===== src/rtl/mem_ctrl.sv =====
// mem_ctrl: serialises instruction fetches and load/store requests onto
// a byte-wide unified RAM port and returns little-endian results.
// Ports:
//   clk, rst          - clock, synchronous active-high reset
//   flush             - cancels pending / in-flight instruction fetch
//   ic_asking/ic_addr - fetch request pulse and address
//   ic_data/_ready    - fetched word and one-cycle ready pulse
//   lsb_valid/wr/addr/size/wdata - load/store request
//   lsb_rdata/done    - load result and one-cycle completion pulse
//   mem_din/dout/a/wr - byte-wide RAM port
//   busy              - controller not idle
module mem_ctrl (
    input  logic        clk,
    input  logic        rst,
    input  logic        flush,
    input  logic        ic_asking,
    input  logic [31:0] ic_addr,
    output logic [31:0] ic_data,
    output logic        ic_data_ready,
    input  logic        lsb_valid,
    input  logic        lsb_wr,
    input  logic [31:0] lsb_addr,
    input  logic [1:0]  lsb_size,
    input  logic [31:0] lsb_wdata,
    output logic [31:0] lsb_rdata,
    output logic        lsb_done,
    input  logic [7:0]  mem_din,
    output logic [7:0]  mem_dout,
    output logic [31:0] mem_a,
    output logic        mem_wr,
    output logic        busy
);

    typedef enum logic [1:0] {IDLE, READ, WRITE} state_e;

    state_e      state_q, state_d;
    logic        own_ic_q, own_ic_d;
    logic [1:0]  cnt_q, cnt_d;
    logic [2:0]  n_q, n_d;
    logic [31:0] base_q, base_d;
    logic [31:0] wbuf_q, wbuf_d;
    logic [31:0] asm_q, asm_d;

    logic        ic_pend_q, ic_pend_d;
    logic [31:0] ic_paddr_q, ic_paddr_d;
    logic        lsb_pend_q, lsb_pend_d;
    logic        lsb_pwr_q, lsb_pwr_d;
    logic [31:0] lsb_paddr_q, lsb_paddr_d;
    logic [1:0]  lsb_psize_q, lsb_psize_d;
    logic [31:0] lsb_pwdata_q, lsb_pwdata_d;

    logic [31:0] ic_data_q, ic_data_d;
    logic        ic_rdy_q, ic_rdy_d;
    logic [31:0] lsb_rdata_q, lsb_rdata_d;
    logic        lsb_done_q, lsb_done_d;
    logic [7:0]  dout_q, dout_d;
    logic [31:0] a_q, a_d;
    logic        wr_q, wr_d;

    logic        last;
    logic [1:0]  cnt_inc;
    logic [31:0] asm_new;
    logic [31:0] wshift;

    always_comb begin
        state_d      = state_q;
        own_ic_d     = own_ic_q;
        cnt_d        = cnt_q;
        n_d          = n_q;
        base_d       = base_q;
        wbuf_d       = wbuf_q;
        asm_d        = asm_q;
        ic_pend_d    = ic_pend_q;
        ic_paddr_d   = ic_paddr_q;
        lsb_pend_d   = lsb_pend_q;
        lsb_pwr_d    = lsb_pwr_q;
        lsb_paddr_d  = lsb_paddr_q;
        lsb_psize_d  = lsb_psize_q;
        lsb_pwdata_d = lsb_pwdata_q;
        ic_data_d    = ic_data_q;
        ic_rdy_d     = 1'b0;
        lsb_rdata_d  = lsb_rdata_q;
        lsb_done_d   = 1'b0;
        dout_d       = dout_q;
        a_d          = a_q;
        wr_d         = 1'b0;

        last    = ({1'b0, cnt_q} == (n_q - 3'd1));
        cnt_inc = cnt_q + 2'd1;
        asm_new = asm_q;
        asm_new[{cnt_q, 3'b000} +: 8] = mem_din;
        wshift  = wbuf_q >> {cnt_inc, 3'b000};

        unique case (state_q)
            IDLE: begin
                // LSB wins over IC when both are pending
                if (lsb_pend_q) begin
                    lsb_pend_d = 1'b0;
                    own_ic_d   = 1'b0;
                    cnt_d      = 2'd0;
                    base_d     = lsb_paddr_q;
                    wbuf_d     = lsb_pwdata_q;
                    asm_d      = 32'd0;
                    a_d        = lsb_paddr_q;
                    n_d        = (lsb_psize_q == 2'b00) ? 3'd1 :
                                 (lsb_psize_q == 2'b01) ? 3'd2 : 3'd4;
                    if (lsb_pwr_q) begin
                        state_d = WRITE;
                        wr_d    = 1'b1;
                        dout_d  = lsb_pwdata_q[7:0];
                    end else begin
                        state_d = READ;
                    end
                end else if (ic_pend_q && !flush) begin
                    ic_pend_d = 1'b0;
                    own_ic_d  = 1'b1;
                    cnt_d     = 2'd0;
                    n_d       = 3'd4;
                    base_d    = ic_paddr_q;
                    asm_d     = 32'd0;
                    a_d       = ic_paddr_q;
                    state_d   = READ;
                end
            end
            READ: begin
                if (own_ic_q && flush) begin
                    state_d = IDLE;
                end else begin
                    asm_d = asm_new;
                    if (last) begin
                        state_d = IDLE;
                        if (own_ic_q) begin
                            ic_data_d = asm_new;
                            ic_rdy_d  = 1'b1;
                        end else begin
                            lsb_rdata_d = asm_new;
                            lsb_done_d  = 1'b1;
                        end
                    end else begin
                        cnt_d = cnt_inc;
                        a_d   = base_q + {30'd0, cnt_inc};
                    end
                end
            end
            WRITE: begin
                if (last) begin
                    state_d    = IDLE;
                    lsb_done_d = 1'b1;
                end else begin
                    cnt_d  = cnt_inc;
                    a_d    = base_q + {30'd0, cnt_inc};
                    dout_d = wshift[7:0];
                    wr_d   = 1'b1;
                end
            end
            default: state_d = IDLE;
        endcase

        // capture after start so a back-to-back pulse is not lost
        if (ic_asking) begin
            ic_pend_d  = 1'b1;
            ic_paddr_d = ic_addr;
        end
        if (flush) ic_pend_d = 1'b0;
        if (lsb_valid) begin
            lsb_pend_d   = 1'b1;
            lsb_pwr_d    = lsb_wr;
            lsb_paddr_d  = lsb_addr;
            lsb_psize_d  = lsb_size;
            lsb_pwdata_d = lsb_wdata;
        end
    end

    always_ff @(posedge clk) begin
        if (rst) begin
            state_q      <= IDLE;
            own_ic_q     <= 1'b0;
            cnt_q        <= 2'd0;
            n_q          <= 3'd1;
            base_q       <= 32'd0;
            wbuf_q       <= 32'd0;
            asm_q        <= 32'd0;
            ic_pend_q    <= 1'b0;
            ic_paddr_q   <= 32'd0;
            lsb_pend_q   <= 1'b0;
            lsb_pwr_q    <= 1'b0;
            lsb_paddr_q  <= 32'd0;
            lsb_psize_q  <= 2'd0;
            lsb_pwdata_q <= 32'd0;
            ic_data_q    <= 32'd0;
            ic_rdy_q     <= 1'b0;
            lsb_rdata_q  <= 32'd0;
            lsb_done_q   <= 1'b0;
            dout_q       <= 8'd0;
            a_q          <= 32'd0;
            wr_q         <= 1'b0;
        end else begin
            state_q      <= state_d;
            own_ic_q     <= own_ic_d;
            cnt_q        <= cnt_d;
            n_q          <= n_d;
            base_q       <= base_d;
            wbuf_q       <= wbuf_d;
            asm_q        <= asm_d;
            ic_pend_q    <= ic_pend_d;
            ic_paddr_q   <= ic_paddr_d;
            lsb_pend_q   <= lsb_pend_d;
            lsb_pwr_q    <= lsb_pwr_d;
            lsb_paddr_q  <= lsb_paddr_d;
            lsb_psize_q  <= lsb_psize_d;
            lsb_pwdata_q <= lsb_pwdata_d;
            ic_data_q    <= ic_data_d;
            ic_rdy_q     <= ic_rdy_d;
            lsb_rdata_q  <= lsb_rdata_d;
            lsb_done_q   <= lsb_done_d;
            dout_q       <= dout_d;
            a_q          <= a_d;
            wr_q         <= wr_d;
        end
    end

    assign ic_data       = ic_data_q;
    assign ic_data_ready = ic_rdy_q;
    assign lsb_rdata     = lsb_rdata_q;
    assign lsb_done      = lsb_done_q;
    assign mem_dout      = dout_q;
    assign mem_a         = a_q;
    assign mem_wr        = wr_q;
    assign busy          = (state_q != IDLE);

endmodule


===== config.mk =====
export PLATFORM = sky130hd
export DESIGN_NAME = mem_ctrl
export DESIGN_NICKNAME = d
export VERILOG_FILES = /design/src/rtl/mem_ctrl.sv
export SDC_FILE = /design/constraint.sdc
export NUM_CORES = 1
export LEC_CHECK = 0
export ABC_AREA = 1
export CORE_MARGIN = 5
export CORE_UTILIZATION = 40
export CTS_CLUSTER_DIAMETER = 40
export DETAILED_ROUTE_END_ITERATION = 6
export PLACE_DENSITY = 0.64
export SLEW_MARGIN = 30
export SYNTH_ARGS = -nofsm -noshare
export SYNTH_HDL_FRONTEND = slang
export SYNTH_SLANG_ARGS = --single-unit

===== constraint.sdc =====
create_clock -name clk -period 2.7 [get_ports clk]
set_input_delay 0.405 -clock clk [delete_from_list [all_inputs] [get_ports clk]]
set_output_delay 0.405 -clock clk [all_outputs]
set_load 0.01 [all_outputs]

# Word level (Yosys, flattened, before mapping)

Index checks and enable logic that the tools add are counted.
Widths: inputs -> output; s select.

Register bits after elaboration: 312
Output and inout bits: 108
Input port bits: 112

Add/sub/neg operators: 4
Shift-type cells: 3
Multiplexer cells: 47
Bitwise operators: 4
Equality and inequality tests: 10
Reduce and logical (&&, ||, !) cells: 23

Operators with widths:

| operator               | number |
|---|---|
| $mux 32                | 7 |
| $pmux 32 s3            | 1 |
| $pmux 32 s2            | 1 |
| $add 32x2->32          | 1 |
| $bwmux 32              | 1 |
| $shift 8x7->32 const A | 1 |
| $shiftx 8x7->32        | 1 |
| $shr 32x5->8           | 1 |
| $mux 8                 | 3 |
| $mux 2                 | 9 |
| $mux 1                 | 16 |
| $pmux 8 s2             | 1 |
| $reduce_bool 2->1      | 7 |
| $mux 3                 | 4 |
| $pmux 2 s3             | 2 |
| $reduce_and 4->1       | 3 |
| $ne 2x2->1 const B     | 5 |
| $reduce_and 3->1       | 3 |
| $neg 5->7              | 1 |
| $eq 2x1->1 const B     | 2 |
| $logic_not 2->1        | 2 |
| $not 1->1              | 4 |
| $pmux 1 s2             | 2 |
| $reduce_and 2->1       | 2 |
| other kinds (10)       | 11 |

# Depth between registers and ports, before layout

Depth after elaboration: 6
Depth in mapped cells: 14

# Worst setup path after synthesis

Ideal clock, no wire load.

Path kind: flip-flop to flip-flop
From: register cnt_q[0]
To: register a_q[10] (netlist: mem_a[10])
Required time: 2.583 ns
Path slack: 0.219 ns
Buffers on the path: 2
Clock period less this slack: 2.481 ns
Stages on the path, launching flop included: 14
Data arrival time: 2.364 ns
Cell sequence: dfxtp_1 buf_4 inv_2 clkbuf_1 ha_1 fa_1 nand3_1 inv_1 nand2_1 nor2_1 xnor2_1 nor2_1 nor2_1 nor2_1

Word-level cells in the longest chain between the ends: 5
Elaborated cells between the ends (all ways): 6

RTL lines:

| what                   | RTL line | RTL |
|---|---|---|
| start, declared        | 38       | `logic [1:0] cnt_q, cnt_d;` |
| start signal, assigned | 200      | `cnt_q <= cnt_d;` |
| $add 2x1->2            | 89       | `cnt_inc = cnt_q + 2'd1;` |
| $add 32x2->32          | 141, 151 |  |
| $mux 32 *              | 130, 146 |  |
| $mux 32                | 126      | `if (own_ic_q && flush) begin` |
| $pmux 32 s3 *          | 94       | `unique case (state_q)` |
| end signal, assigned   | 195      | `a_q <= 32'd0;` |
| end signal, assigned   | 217      | `a_q <= a_d;` |
| end, declared          | 57       | `logic [31:0] a_q, a_d;` |

Every way passes the cells marked *; elsewhere a longest branch is shown, timed or not. The select of a mux whose other input is x is not followed.
A chain may end at the register's enable or synchronous reset.

# Worst setup path after layout

From: register state_q[0]
To: output port busy

Word-level cells in the longest chain between the ends: 1

RTL lines:

| what                   | RTL line | RTL |
|---|---|---|
| start, declared        | 36       | `state_e state_q, state_d;` |
| start signal, assigned | 198      | `state_q <= state_d;` |
| $reduce_bool 2->1      | 229      | `assign busy = (state_q != IDLE);` |
| end, declared          | 31       | `output logic busy` |

Every way passes these cells.

==> flow_summary.ini <==
[status]
run_status = completed

[critical_path]
max_stage_delay_ps = 620
path_delay_family = buffers and inverters
crit_path_max_fanout = 6
cp.required_ps = 2300
worstSetupEndpointType = primary output
critPathLaunchType = flip-flop
cpMaxStageDelayCell = clkdlybuf4s50_1
worstSetupPathType = reg2out
path_cells = inv_1 -> ha_1 -> inv_2 -> clkdlybuf4s50_1
cp_num_buf_inv = 3
critical_path_arrival_ps = 2030

[pwr]
p_leak_nw = 6.397
switching_power_mw = 3.674
pwr-share-seq_pct = 40.3
powerDensity_nw_per_um2 = 734.5
pwr-share-clk_pct = 42.3
total_power_mw = 12.77
swShare_pct = 28.77
combPwrFrac_pct = 17.4
p_int_mw = 9.095
ir_worst_vdd_mv = 0.4944

[detailed_routing]
drtAntennaViolNets = 0
wl_per_cell_um = 15.81
routed_via_density = 5.077
drt_pass1_iterations = 6
first_iter_violations = 939
via_count = 13070
drc = 0
totalWireLength_mm = 40.71

[clock_network]
clock_sinks = 312
cts_tree = built
insertion_delay_ps = 530
cts_root_buf = clkbuf_16
cts.path.max_buffers = 3
htreeDepth = 2
numCtsBuffers = 43
holdBufCountCts = 0
cts.repair.resized = 0
clkSlewWorstSetupHoldPaths_ps = 60
post_cts_buffers = 0

[placement]
hpwl_mm = 28.32
gp_congestion = 0.8820
dpl_cell_area_um2 = 16000
portBuffers = 219

[layout]
drive_gt1_share_pct = 5.741
fillerInstances = 3262
final_cell_mix = 365 x nand2_1, 356 x nor2_1, 311 x dfxtp_1, 230 x o21ai_0, 218 x clkdlybuf4s50_1
area_growth_pct = 28.66
final_common_cell = nand2_1
final_nets = 2221
design_area_um2 = 17390

[logic_synthesis]
yosys.area.top_type = dfxtp_1
yosys.area_share.adder_pct = 1.259
synth_top_area_share_pct = 46.22
synth.distinct_cells = 35
synthesis.area_um2 = 13510
syn_avg_cell_area_um2 = 7.005
synthMuxAreaShare_pct = 0
synth_cells = 1929
ys_top_cells_by_area = dfxtp_1 46%, nand2_1 10%, nor2_1 9.9%
dominantRegCellSynth = dfxtp_1
synth_edf_count = 0
synth_seq_cells = 312
ys_async_sr_fraction_pct = 0
ys_seq_area_share_pct = 46.22
yosys.area_share.simple_pct = 24.95
synth_xor_area_share_pct = 0.6296
synth-compound-area-share_pct = 18.88
synth_top_family_by_area = simple AND/OR/NAND/NOR gates
yosys_warnings = 0
syn_nets = 2054

[grt]
grt_pass1_vias = 12250
antenna_found_initial = 2
grt_usage_pct = 20.60
grt_max_degree = 89
grt_overflow_total = 0
grt_first_pass_wirelength_mm = 65.18

[sta]
fmax_mhz = 409.9
finalCriticalPeriod_ps = 2440
finalMaxSlewViolations = 0
fin_crit_sh_pct = 90.35
finalSetupTns_ps = 0
setup_viol = 0
tightest_slew_ps = 842.1
relSlewSlack_pct = 43.86
skew_ps = 14.18
hold_viol_final = 0
rsz0062_at_grt = no

[worst_hold_path]
holdCritPathClass = reg2reg

[die]
io_pins = 220
row_count = 67
die_w_um = 193.8
die_y_um = 193.8
start_util_pct = 40.40
core_area_um2 = 33450
die-area_um2 = 37560

[job]
maxCapViolCount = 0
## cell families after synthesis
logic type	Yosys count
buffers and inverters	272
AO/OA/AOI/OAI	486
adder cells (fa/ha/maj)	13
AND/OR/NAND/NOR	838
XOR/XNOR	8
flip-flops	312
## flip-flops by register name, indices dropped and copies added, names as in the netlist
register       flops
asm_q             32
base_q            32
cnt_q              2
ic_data           32
ic_data_ready      1
ic_paddr_q        32
ic_pend_q          1
lsb_done           1
lsb_paddr_q       32
lsb_pend_q         1
lsb_psize_q        2
lsb_pwdata_q      32
lsb_pwr_q          1
lsb_rdata         32
mem_a             32
mem_dout           8
mem_wr             1
n_q                3
own_ic_q           1
state_q            2
wbuf_q            32
## layer usage
layer | global-route usage [%] | part of all wire [%] | vias up
met5 | 0 | 0.034 | -
met4 | 5.639 | 2.5 | 2
met3 | 3.840 | 6.7 | 74
met2 | 31.19 | 43 | 408
met1 | 30.15 | 48 | 5958
li1 | - | - | 6631
## power by group through the flow
stage | Combinational [mW] | Clock [mW] | Sequential, mW
after floorplan | 1.37 | 0 | 5.23
after global placement | 2.19 | 0 | 5.24
after detailed placement | 2.22 | 0 | 5.25
after CTS | 2.23 | 5.49 | 5.15
after global routing | 2.47 | 5.69 | 5.19
final | 2.22 | 5.40 | 5.15
## per-stage QoR
stage / std cells / hold slack (ps) / worst slack [ps] / util [%]
6_report: 2575 / 450.0 / 260.5 / 51.98
5_1_grt: 2574 / 466.7 / 154.9 / 51.97
4_1_cts: 2573 / 440.5 / 260.2 / 51.96
3_5_place_dp: 2499 / 443.7 / 363.9 / 47.85
3_3_place_gp: 2499 / 439.5 / 415.4 / 47.85
2_1_floorplan: 1929 / 424.0 / 218.9 / -
## synth_stat cells, types with 12 or more instances
cell      number
nand2_1      365
nor2_1       356
dfxtp_1      312
o21ai_0      230
a21oi_1      193
inv_1        132
clkbuf_1     103
nand3_1       71
o22ai_1       40
nand4_1       38
a211oi_1      15
buf_2         12
ha_1          12
## worst register-to-register path: stages (launching register included)
cell,delay (ps)
dfxtp_1,370
inv_1,80
ha_1,320
xor2_2,200
nand3_4,150
o21ai_4,470
inv_2,280
o21ai_0,240
nor2_1,70
## path summary, 6_finish.rpt
check                              start                     endpoint  slack [ps]  cells after the start
max              state_q[0]$_SDFFE_PP0N_                         busy         260                      4
min          ic_paddr_q[17]$_SDFFE_PP0P_  ic_paddr_q[17]$_SDFFE_PP0P_         450                      2
max reg2reg          n_q[0]$_SDFFE_PP1P_        mem_a[3]$_SDFFE_PP0P_         390                      8
min reg2reg  ic_paddr_q[17]$_SDFFE_PP0P_  ic_paddr_q[17]$_SDFFE_PP0P_         450                      2
## final cells by class
class	instances	area, um^2	area share (%)
well taps	448	560.5	3.224
diodes	2	5.005	0.02879
flip-flops and latches	312	6247	35.93
inverters	143	538.0	3.095
clock inverters	21	192.7	1.108
multi-input cells	1345	6178	35.54
clock buffers	53	1184	6.808
repair buffers	251	2480	14.26
Note: power is estimated with default switching activity, not from simulation.
